[src/rtl/mips_instr_encoder_if.sv]
// mips_instr_encoder_if: loader request bus and instruction-memory write port
interface mips_instr_encoder_if #(parameter int ADDR_W = 6);
  logic start;
  logic stop;
  logic in_valid;
  logic in_ready;
  logic [4:0] mnem;
  logic [4:0] rs;
  logic [4:0] rt;
  logic [4:0] rd;
  logic [15:0] imm;
  logic [25:0] target;
  logic im_we;
  logic [ADDR_W-1:0] im_addr;
  logic [31:0] im_wdata;
  logic err;
  logic [ADDR_W:0] count;
  logic full;
  modport master (
    output start, stop, in_valid, mnem, rs, rt, rd, imm, target,
    input  in_ready, im_we, im_addr, im_wdata, err, count, full
  );
  modport slave (
    input  start, stop, in_valid, mnem, rs, rt, rd, imm, target,
    output in_ready, im_we, im_addr, im_wdata, err, count, full
  );
endinterface

[src/rtl/mips_instr_encoder.sv]
// mips_instr_encoder: symbolic instruction to MIPS word encoder filling IM at consecutive addresses
module mips_instr_encoder #(
  parameter int ADDR_W = 6
) (
  input logic clk,
  input logic rst_n,
  mips_instr_encoder_if.slave bus
);
  localparam logic [1:0] IDLE = 2'd0;
  localparam logic [1:0] LOAD = 2'd1;
  localparam logic [1:0] FULL = 2'd2;
  localparam logic [ADDR_W:0] LAST = (ADDR_W+1)'((1 << ADDR_W) - 1);
  logic [1:0] state;
  logic [5:0] code;
  logic [31:0] word;
  logic illegal;
  logic accept;
  logic wr;
  // code is the R-type func for mnemonics 0..7 and the primary opcode otherwise
  always_comb begin
    code = 6'h00;
    case (bus.mnem)
      5'd0:  code = 6'h20;
      5'd1:  code = 6'h22;
      5'd2:  code = 6'h24;
      5'd3:  code = 6'h25;
      5'd4:  code = 6'h26;
      5'd5:  code = 6'h27;
      5'd6:  code = 6'h2b;
      5'd7:  code = 6'h04;
      5'd9:  code = 6'h08;
      5'd10: code = 6'h0c;
      5'd11: code = 6'h0e;
      5'd12: code = 6'h0b;
      5'd13: code = 6'h23;
      5'd14: code = 6'h2b;
      5'd15: code = 6'h04;
      5'd16: code = 6'h05;
      5'd17: code = 6'h02;
      5'd18: code = 6'h03;
      default: code = 6'h00;
    endcase
  end
  assign word = bus.mnem < 5'd8  ? {6'h00, bus.rs, bus.rt, bus.rd, 5'b0, code} :
                bus.mnem == 5'd8 ? {6'h00, bus.rs, 15'b0, 6'b001000} :
                bus.mnem < 5'd17 ? {code, bus.rs, bus.rt, bus.imm} :
                                   {code, bus.target};
  assign illegal = bus.mnem > 5'd18;
  assign bus.in_ready = state == LOAD;
  assign bus.full = state == FULL;
  assign accept = bus.in_valid & bus.in_ready;
  assign wr = accept & ~illegal;
  // count doubles as the write pointer; it never wraps because FULL stops accepts
  always_ff @(posedge clk or negedge rst_n) begin
    if (!rst_n) begin
      state <= IDLE;
      bus.im_we <= 1'b0;
      bus.err <= 1'b0;
      bus.im_addr <= '0;
      bus.im_wdata <= '0;
      bus.count <= '0;
    end else begin
      bus.im_we <= wr;
      bus.err <= accept & illegal;
      if (wr) begin
        bus.im_addr <= bus.count[ADDR_W-1:0];
        bus.im_wdata <= word;
      end
      if (bus.start) begin
        state <= LOAD;
        bus.count <= '0;
      end else begin
        if (wr) bus.count <= bus.count + 1'b1;
        if (bus.stop) state <= IDLE;
        else if (wr && bus.count == LAST) state <= FULL;
      end
    end
  end
endmodule
[src/flat_wrapper.sv]
// flat-port wrapper written by rule: the top's interface ports become plain ports
module mips_instr_encoder_flat 
#(
  parameter int ADDR_W = 6
)
  (clk, rst_n, bus_start, bus_stop, bus_in_valid, bus_mnem, bus_rs, bus_rt, bus_rd, bus_imm, bus_target, bus_in_ready, bus_im_we, bus_im_addr, bus_im_wdata, bus_err, bus_count, bus_full);
  mips_instr_encoder_if #(.ADDR_W(ADDR_W)) bus_i ();
  input logic clk;
  input logic rst_n;
  input wire logic [$bits(bus_i.start)-1:0] bus_start;
  input wire logic [$bits(bus_i.stop)-1:0] bus_stop;
  input wire logic [$bits(bus_i.in_valid)-1:0] bus_in_valid;
  input wire logic [$bits(bus_i.mnem)-1:0] bus_mnem;
  input wire logic [$bits(bus_i.rs)-1:0] bus_rs;
  input wire logic [$bits(bus_i.rt)-1:0] bus_rt;
  input wire logic [$bits(bus_i.rd)-1:0] bus_rd;
  input wire logic [$bits(bus_i.imm)-1:0] bus_imm;
  input wire logic [$bits(bus_i.target)-1:0] bus_target;
  output wire logic [$bits(bus_i.in_ready)-1:0] bus_in_ready;
  output wire logic [$bits(bus_i.im_we)-1:0] bus_im_we;
  output wire logic [$bits(bus_i.im_addr)-1:0] bus_im_addr;
  output wire logic [$bits(bus_i.im_wdata)-1:0] bus_im_wdata;
  output wire logic [$bits(bus_i.err)-1:0] bus_err;
  output wire logic [$bits(bus_i.count)-1:0] bus_count;
  output wire logic [$bits(bus_i.full)-1:0] bus_full;
  assign bus_i.start = bus_start;
  assign bus_i.stop = bus_stop;
  assign bus_i.in_valid = bus_in_valid;
  assign bus_i.mnem = bus_mnem;
  assign bus_i.rs = bus_rs;
  assign bus_i.rt = bus_rt;
  assign bus_i.rd = bus_rd;
  assign bus_i.imm = bus_imm;
  assign bus_i.target = bus_target;
  assign bus_in_ready = bus_i.in_ready;
  assign bus_im_we = bus_i.im_we;
  assign bus_im_addr = bus_i.im_addr;
  assign bus_im_wdata = bus_i.im_wdata;
  assign bus_err = bus_i.err;
  assign bus_count = bus_i.count;
  assign bus_full = bus_i.full;
  mips_instr_encoder #(.ADDR_W(ADDR_W)) u_core (.clk(clk), .rst_n(rst_n), .bus(bus_i));
endmodule
[config.mk]
export PLATFORM = sky130hd
export DESIGN_NAME = mips_instr_encoder_flat
export DESIGN_NICKNAME = d
export VERILOG_FILES = /design/src/rtl/mips_instr_encoder_if.sv /design/src/rtl/mips_instr_encoder.sv /design/src/flat_wrapper.sv
export SDC_FILE = /design/constraint.sdc
export NUM_CORES = 1
export LEC_CHECK = 0
export CAP_MARGIN = 15
export CORE_MARGIN = 1
export CORE_UTILIZATION = 42
export CTS_BUF_LIST = sky130_fd_sc_hd__clkbuf_8 sky130_fd_sc_hd__clkbuf_16
export DETAILED_ROUTE_END_ITERATION = 8
export PLACE_DENSITY_LB_ADDON = 0.15
export SLEW_MARGIN = 10
export SYNTH_ARGS = -nofsm -noshare
export SYNTH_HDL_FRONTEND = slang
export SYNTH_SLANG_ARGS = --single-unit
[constraint.sdc]
create_clock -name clk -period 1.9 [get_ports clk]
set_input_delay 0.38 -clock clk [delete_from_list [all_inputs] [get_ports clk]]
set_output_delay 0.38 -clock clk [all_outputs]
set_load 0.02 [all_outputs]
==> impl_metrics.py, run 1 <==
metrics = {
    "die": {
        "initial_core_util_pct": 43.3,
        "design.die.area_um2": 6390,
        "die_height_um": 79.9,
        "fp.coreArea_um2": 5890,
        "io_pins": 116,
        "horizontal_die_dimension_um": 79.9,
        "placement_rows": 28,
    },
    "min_path": {
        "type_of_the_tightest_min_delay_check": "primary input to asynchronous set/reset pin",
    },
    "timing": {
        "period_share_pct": 96.1,
        "final.setup_skew_ns": 0.00427,
        "slew_viol_final": 0,
        "final_period_minus_worst_setup_slack_ns": 1.83,
        "hold_viol_final": 0,
        "setup_viol_count_final": 0,
        "max_freq_ghz": 0.548,
        "setup-tns-final_ns": 0,
        "unrepaired_setup_endpoints_after_global_routing": "false",
    },
    "clock_network": {
        "cts.sinks": 48,
        "clkSlewWorstSetupHoldPaths_ns": 0.08,
        "cts.path.max_buffers": 2,
        "tritoncts": "yes",
        "number_of_cts_inserted_buffers": 5,
        "cts_root_buf": "clkbuf_8",
        "clkLatencyLatePin_ns": 0.30,
        "cts_htree_levels": 2,
        "cts-hold-fix-buffers": 0,
    },
    "grt": {
        "grt_max_degree": 49,
        "global_route_wire_length_before_repair_um": 10900,
        "first_global_vias": 2287,
        "overflow": 0,
        "grt_use_total_pct": 22.3,
        "antenna_found_initial": 0,
    },
    "worst_setup_path": {
        "crit_required_ns": 1.52,
        "timing_worst_setup_path_type": "flip-flop to output port",
        "startpoint_type": "flip-flop",
        "worst_ep_arrival_time_ns": 1.45,
        "worst_setup_path_startpoint": "u_core.state[0]$_DFFE_PN0P_",
        "endpoint_kind": "output port",
        "cp_max_fo": 4,
        "regToRegStartpoint": "u_core.bus.count[0]$_DFFE_PN0P_",
    },
    "pwr": {
        "power_frac_seq_pct": 41.6,
        "power.share.combinational_pct": 34.0,
        "power.internal_w": 0.00206,
        "sw_ratio_pct": 29.7,
        "clock_network_fraction_of_total_power_pct": 24.5,
        "max_ir_drop_vdd_v": 0.000470,
        "power-per-cell-area_nw_per_um2": 703,
        "fin_total_pwr_w": 0.00293,
        "leakage_nw": 1.89,
        "switching_power_of_the_nets_w": 0.000871,
    },
    "run_status": {
        "run_status": "finished, violations left",
        "violations": "design-rule violations",
    },
    "route": {
        "drcViolationCount": 1,
        "detail_route.wl_per_cell_um": 14.6,
        "route.met2.wl_um": 3470,
        "antenna_nets_post_route": 0,
        "routed-wl-met3_um": 441,
        "m1_wire_length_um": 3100,
        "detail_route.vias_per_cell": 5.12,
        "uppermost_layer_routed": "met4",
        "drt_pre_antenna_iters": 6,
        "routed_wirelength_um": 7100,
        "detailroute.via_count": 2485,
        "detail_route.iter0.violations": 116,
    },
    "synth": {
        "postSynthAreaPerCell_um2": 9.59,
        "yosysWarnings": 0,
        "distinct_cells_synth": 39,
        "synth_top_area_cell": "dfrtp_1",
        "mappedNetlistNets": 340,
        "synth-seq-area-share_pct": 47.1,
        "syn-instance-count": 266,
        "mappedNetlistArea_um2": 2550,
        "synth-seq-cells": 48,
        "synth.top_cell.area_share_pct": 47.1,
        "yosys-top-cells-area": "dfrtp_1, mux2i_1, nand2_1, ha_1, o21ai_0",
    },
    "place": {
        "port_buffers": 114,
        "detailed_place.area_um2": 4010,
        "numPlacedInstances": 477,
        "hpwlAfterDp_um": 5430,
        "gp_congestion": 0.906,
    },
    "cells_and_area": {
        "syn2layout_area_growth_pct": 63.4,
        "final_nets": 483,
        "final_cell_area_excluding_filler_cells_um2": 4170,
        "diodes": 0,
        "finished_layout_cells": 485,
        "drive_above_1_share_pct": 13.4,
    },
    "flow_run": {
        "max-cap-violations": 0,
    },
}
[critical path, cell delays in order, from the launching register on]
cell and delay [ns]:
dfrtp_1 0.39, nor2b_1 0.15, clkdlybuf4s50_1 0.61
[power by group through the flow]
stage	Sequential [W]	Combinational (W)	Clock [W]
finish	0.00122	0.000995	0.000716
global route	0.00124	0.00106	0.000789
CTS	0.00122	0.000990	0.000735
floorplan	0.00140	0.000260	0
detailed placement	0.00124	0.000987	0
global placement	0.00124	0.000968	0
[path summary, 6_finish.rpt]
kind | end | slack [ns] | cells past startpoint
setup / recovery | bus_in_ready | 0.07 | 2
min in group clk | u_core.bus.im_addr[1]$_DFFE_PN0P_ | 0.48 | 2
hold reg to reg | u_core.bus.im_addr[1]$_DFFE_PN0P_ | 0.48 | 2
setup reg to reg | u_core.state[0]$_DFFE_PN0P_ | 0.21 | 5
max in group asynchronous | u_core.bus.im_wdata[7]$_DFFE_PN0P_ | 1.63 | 2
hold / removal | u_core.bus.im_addr[2]$_DFFE_PN0P_ | 0.05 | 2
[per-layer routing]
layer	up-vias	global-route usage [%]
met1	1179	28.8
met3	9	5.03
met5	-	0
met4	0	6.96
li1	1215	-
met2	82	37.2
[cell families after synthesis]
logic type	synth area share (%)
mux	10.6
fa+ha+maj	3.43
buf+inv	4.42
xor+xnor	1.37
simple gates	15.8
compound gates	17.1
flops	47.1
other cells	0.147
[metrics by stage]
stage / hold slack (ns) / utilization (%) / setup WS (ns)
after floorplan: 0.0844 / - / 0.125
after global placement: 0.387 / 68.1 / -0.243
after detailed placement: 0.383 / 68.1 / -0.292
after CTS: 0.0574 / 69.9 / 0.0315
after global routing: 0.0606 / 70.8 / 0.00876
final: 0.0513 / 70.8 / 0.0746
[Yosys cell counts]
cell        n
ha_1        7
conb_1      1
or4_1       2
nand3_1     8
buf_1       1
a21oi_1    11
o32a_1      1
buf_6       2
nor2b_1     5
nor2_1     14
nand2b_1    6
o311ai_0    1
a2111oi_0   2
o211ai_1    7
o21a_1      2
o21ai_1     5
nand2_1    50
xnor2_1     4
dfrtp_1    48
inv_2       1
a221oi_1    1
nand3b_1    2
o31ai_1     3
o21ai_0    17
mux2i_1    27
a211o_1     1
o221ai_1    1
a211oi_1    4
a22o_1      2
buf_2       6
a22oi_1     1
buf_4       1
or3_1       3
inv_1       5
o41ai_4     1
a21o_1      3
clkbuf_1    7
nand4_1     1
o22ai_1     2
[sequential cells by signal, summed over array words and instances (netlist names)]
signal and cells:
u_core.bus.im_wdata 31, u_core.bus.count 7, u_core.bus.im_addr 6, u_core.state 2, u_core.bus.err 1, u_core.bus.im_we 1
[cells in the final DEF, fill, tap and decap left out, types with 6 or more instances in the layout]
master,count
nand2_1,50
nor2_1,14
o21ai_0,17
clkdlybuf4s50_1,111
dfrtp_1,48
inv_1,6
nand3_1,8
nand2b_1,6
mux2i_1,27
buf_4,35
o211ai_1,7
ha_1,6
a21oi_1,9
[what timing repair did]
action / in CTS / in global routing
resized for setup: 0 / 12
setup endpoints to repair: 0 / 26
setup buffers: 0 / 0
[cell type report]
cell class	instances	area [um2]
multi-input cells	195	1280
clock buffers	5	68.8
well taps	75	93.8
clock inverters	3	38.8
repair buffers	153	1470
fillers	474	1720
inverters	6	22.5
flip-flops and latches	48	1200
(Power assumes the default switching activity.)
==> run 2: changes to the inputs <==
- ABC_AREA: default -> 1
- CORE_UTILIZATION: 42 -> 43
==> run 2 against run 1 <==
Net effect: the flow now finishes without violations; utilization shrank 3.1 points; register-to-register slack improved by 0.30 ns; count of clock-buffer cells in the layout up 1; sequential power about the same; critical path type unchanged.
==> impl_metrics.py, run 2 <==
metrics = {
    "route": {
        "drt_pre_antenna_iters": 4,
        "routed_wirelength_um": 7440,
        "antenna_nets_post_route": 0,
        "detail_route.iter0.violations": 247,
        "detailroute.via_count": 2817,
        "drcViolationCount": 0,
        "detail_route.vias_per_cell": 4.92,
        "detail_route.wl_per_cell_um": 13.0,
    },
    "worst_setup_path": {
        "endpoint_kind": "output port",
        "timing.critical_path.slowest_stage_cell": "clkdlybuf4s50_1",
        "worst_ep_arrival_time_ns": 1.46,
        "cp_max_fo": 4,
        "startpoint_type": "flip-flop",
        "crit_path_cell_trace": "nor2_1, clkdlybuf4s50_1",
        "timing_worst_setup_path_type": "flip-flop to output port",
        "worst-r2r-cell-count": 7,
        "crit_required_ns": 1.52,
        "critical_path.max_stage_delay_ns": 0.63,
    },
    "cells_and_area": {
        "drive_above_1_share_pct": 14.5,
        "fillCellCount": 538,
        "final_cell_mix": "clkdlybuf4s50_1, nand2_1, dfrtp_1, inv_1, a21oi_1",
        "finish.utilization_pct": 67.7,
        "largest_reg_flops": 31,
        "diodes": 0,
        "final_nets": 568,
        "biggestRegsByFlops": "u_core.bus.im_wdata x31, u_core.bus.count x7, u_core.bus.im_addr x6",
        "syn2layout_area_growth_pct": 52.7,
        "finished_layout_cells": 572,
        "register_containing_the_most_flip_flops_in_the_final_layout": "u_core.bus.im_wdata",
        "mostFrequentLayoutCell": "clkdlybuf4s50_1",
        "final_cell_area_excluding_filler_cells_um2": 4300,
    },
    "place": {
        "detailed_place.area_um2": 4200,
        "hpwlAfterDp_um": 5980,
        "numPlacedInstances": 564,
        "port_buffers": 114,
        "gp_congestion": 0.890,
    },
    "grt": {
        "grt_max_degree": 27,
        "global_route_wire_length_before_repair_um": 12800,
        "use_met2_pct": 37.4,
        "grt_most_used_layer": "met2",
        "first_global_vias": 2790,
        "overflow": 0,
        "met1_usage_pct": 30.2,
        "antenna_found_initial": 0,
        "grt_use_total_pct": 22.8,
        "grtUsageMet3_pct": 5.96,
    },
    "synth": {
        "synth_enable_flop_cells": 0,
        "most_used_standard_cells_in_the_synthesized_netlist": "nand2_1, dfrtp_1, inv_1",
        "syn-instance-count": 359,
        "mappedNetlistArea_um2": 2820,
        "synth_top_area_cell": "dfrtp_1",
        "synth.top_cell.area_share_pct": 42.7,
        "distinct_cells_synth": 33,
        "yosysWarnings": 0,
        "synth-seq-cells": 48,
        "synth.most_common_cell": "nand2_1",
        "synth-async-reset-ratio_pct": 100,
        "synthFlopType": "dfrtp_1",
        "yosys-top-cells-area": "dfrtp_1, nand2_1, a21oi_1, inv_1, nand3_1",
        "postSynthAreaPerCell_um2": 7.84,
        "mappedNetlistNets": 433,
        "synth-seq-area-share_pct": 42.7,
    },
    "die": {
        "horizontal_die_dimension_um": 82.9,
        "io_pins": 116,
        "design.die.area_um2": 6870,
        "placement_rows": 29,
        "initial_core_util_pct": 44.3,
        "fp.coreArea_um2": 6350,
        "die_height_um": 82.9,
    },
    "clock_network": {
        "clkSlewWorstSetupHoldPaths_ns": 0.10,
        "cts_htree_levels": 2,
        "tritoncts": "yes",
        "number_of_cts_inserted_buffers": 5,
        "cts-hold-fix-buffers": 0,
        "cts.sinks": 48,
        "cts.path.max_buffers": 2,
        "post_cts_resized": 0,
        "cts_root_buf": "clkbuf_8",
        "post-cts-setup-buffers": 0,
        "clkLatencyLatePin_ns": 0.30,
    },
    "timing": {
        "period_share_pct": 96.8,
        "slew_viol_final": 0,
        "unrepaired_setup_endpoints_after_global_routing": "false",
        "final_period_minus_worst_setup_slack_ns": 1.84,
        "setup-tns-final_ns": 0,
        "worst_slew_pin_slew_ns": 0.509,
        "relSlewSlack_pct": 66.0,
        "setup_viol_count_final": 0,
        "final.setup_skew_ns": 0.0113,
        "max_freq_ghz": 0.543,
        "hold_viol_final": 0,
    },
    "pwr": {
        "leakage_nw": 2.02,
        "max_ir_drop_vdd_v": 0.000413,
        "power-per-cell-area_nw_per_um2": 681,
        "fin_total_pwr_w": 0.00293,
    },
    "flow_run": {
        "max-cap-violations": 0,
    },
    "min_path": {
        "type_of_the_tightest_min_delay_check": "primary input to asynchronous set/reset pin",
    },
    "run_status": {
        "run_status": "finished clean",
    },
}
-- run 2: cells by family after synthesis --
kind of cell,Yosys count,synth area share [%]
other,1,0.133
and+or+nand+nor,162,26.3
DFF,48,42.7
adders and majority gates,7,3.11
buffers and inverters,65,11.8
AOI/OAI and AO/OA,76,16.0
-- run 2: stage by stage --
stage / setup slack (ns) / hold WS (ns)
2_1_floorplan: 0.461 / 0.0844
3_3_place_gp: -0.0722 / 0.374
3_5_place_dp: -0.111 / 0.374
4_1_cts: 0.0601 / 0.0415
5_1_grt: 0.00687 / 0.0581
6_report: 0.0599 / 0.0359
-- run 2: path summary, 6_finish.rpt --
check | startpoint | endpoint | slack [ns]
min | rst_n | u_core.bus.im_wdata[9]$_DFFE_PN0P_ | 0.04
max | u_core.state[0]$_DFFE_PN0P_ | bus_full | 0.06
max reg2reg | u_core.state[1]$_DFFE_PN0P_ | u_core.bus.im_wdata[4]$_DFFE_PN0P_ | 0.51
max in group asynchronous | rst_n | u_core.bus.count[6]$_DFFE_PN0P_ | 1.36
min reg2reg | u_core.bus.im_wdata[0]$_DFFE_PN0P_ | u_core.bus.im_wdata[0]$_DFFE_PN0P_ | 0.48
min in group clk | u_core.bus.im_wdata[0]$_DFFE_PN0P_ | u_core.bus.im_wdata[0]$_DFFE_PN0P_ | 0.48
-- run 2: critical path, delay by kind of cell, from the launching register on --
family,cells,cell delay [ns]
simple gates,1,0.11
buf+inv,1,0.63
flops,1,0.42
-- run 2: area by class of cell --
class / instances / area [um2] / share of cell area (%)
repair buffers: 145 / 1430 / 33.3
clock buffers: 6 / 82.6 / 1.92
clock inverters: 2 / 15.0 / 0.349
well taps: 77 / 96.3 / 2.24
multi-input cells: 246 / 1280 / 29.8
flip-flops and latches: 48 / 1200 / 27.9
inverters: 48 / 190 / 4.43
-- run 2: metal layers --
layer  up-vias  routed length (um)
li1       1418                   -
met1      1260                3250
met2       135                3470
met3         4                 650
met4         0                  62
met5         -                   0
-- run 2: where the power goes --
group          leakage [nW]  total, W  internal [W]  switching [W]
Sequential            0.605   0.00124       0.00116      0.0000809
Clock                0.0434  0.000643      0.000295       0.000348
Combinational          1.37   0.00105      0.000529       0.000518
Total                  2.02   0.00293       0.00198       0.000947
==> run 3: changes to the inputs <==
- CORE_MARGIN: 1 -> default
==> results of run 3 <==
Same layout as run 2: the final DEF is identical, and so are final timing and power.
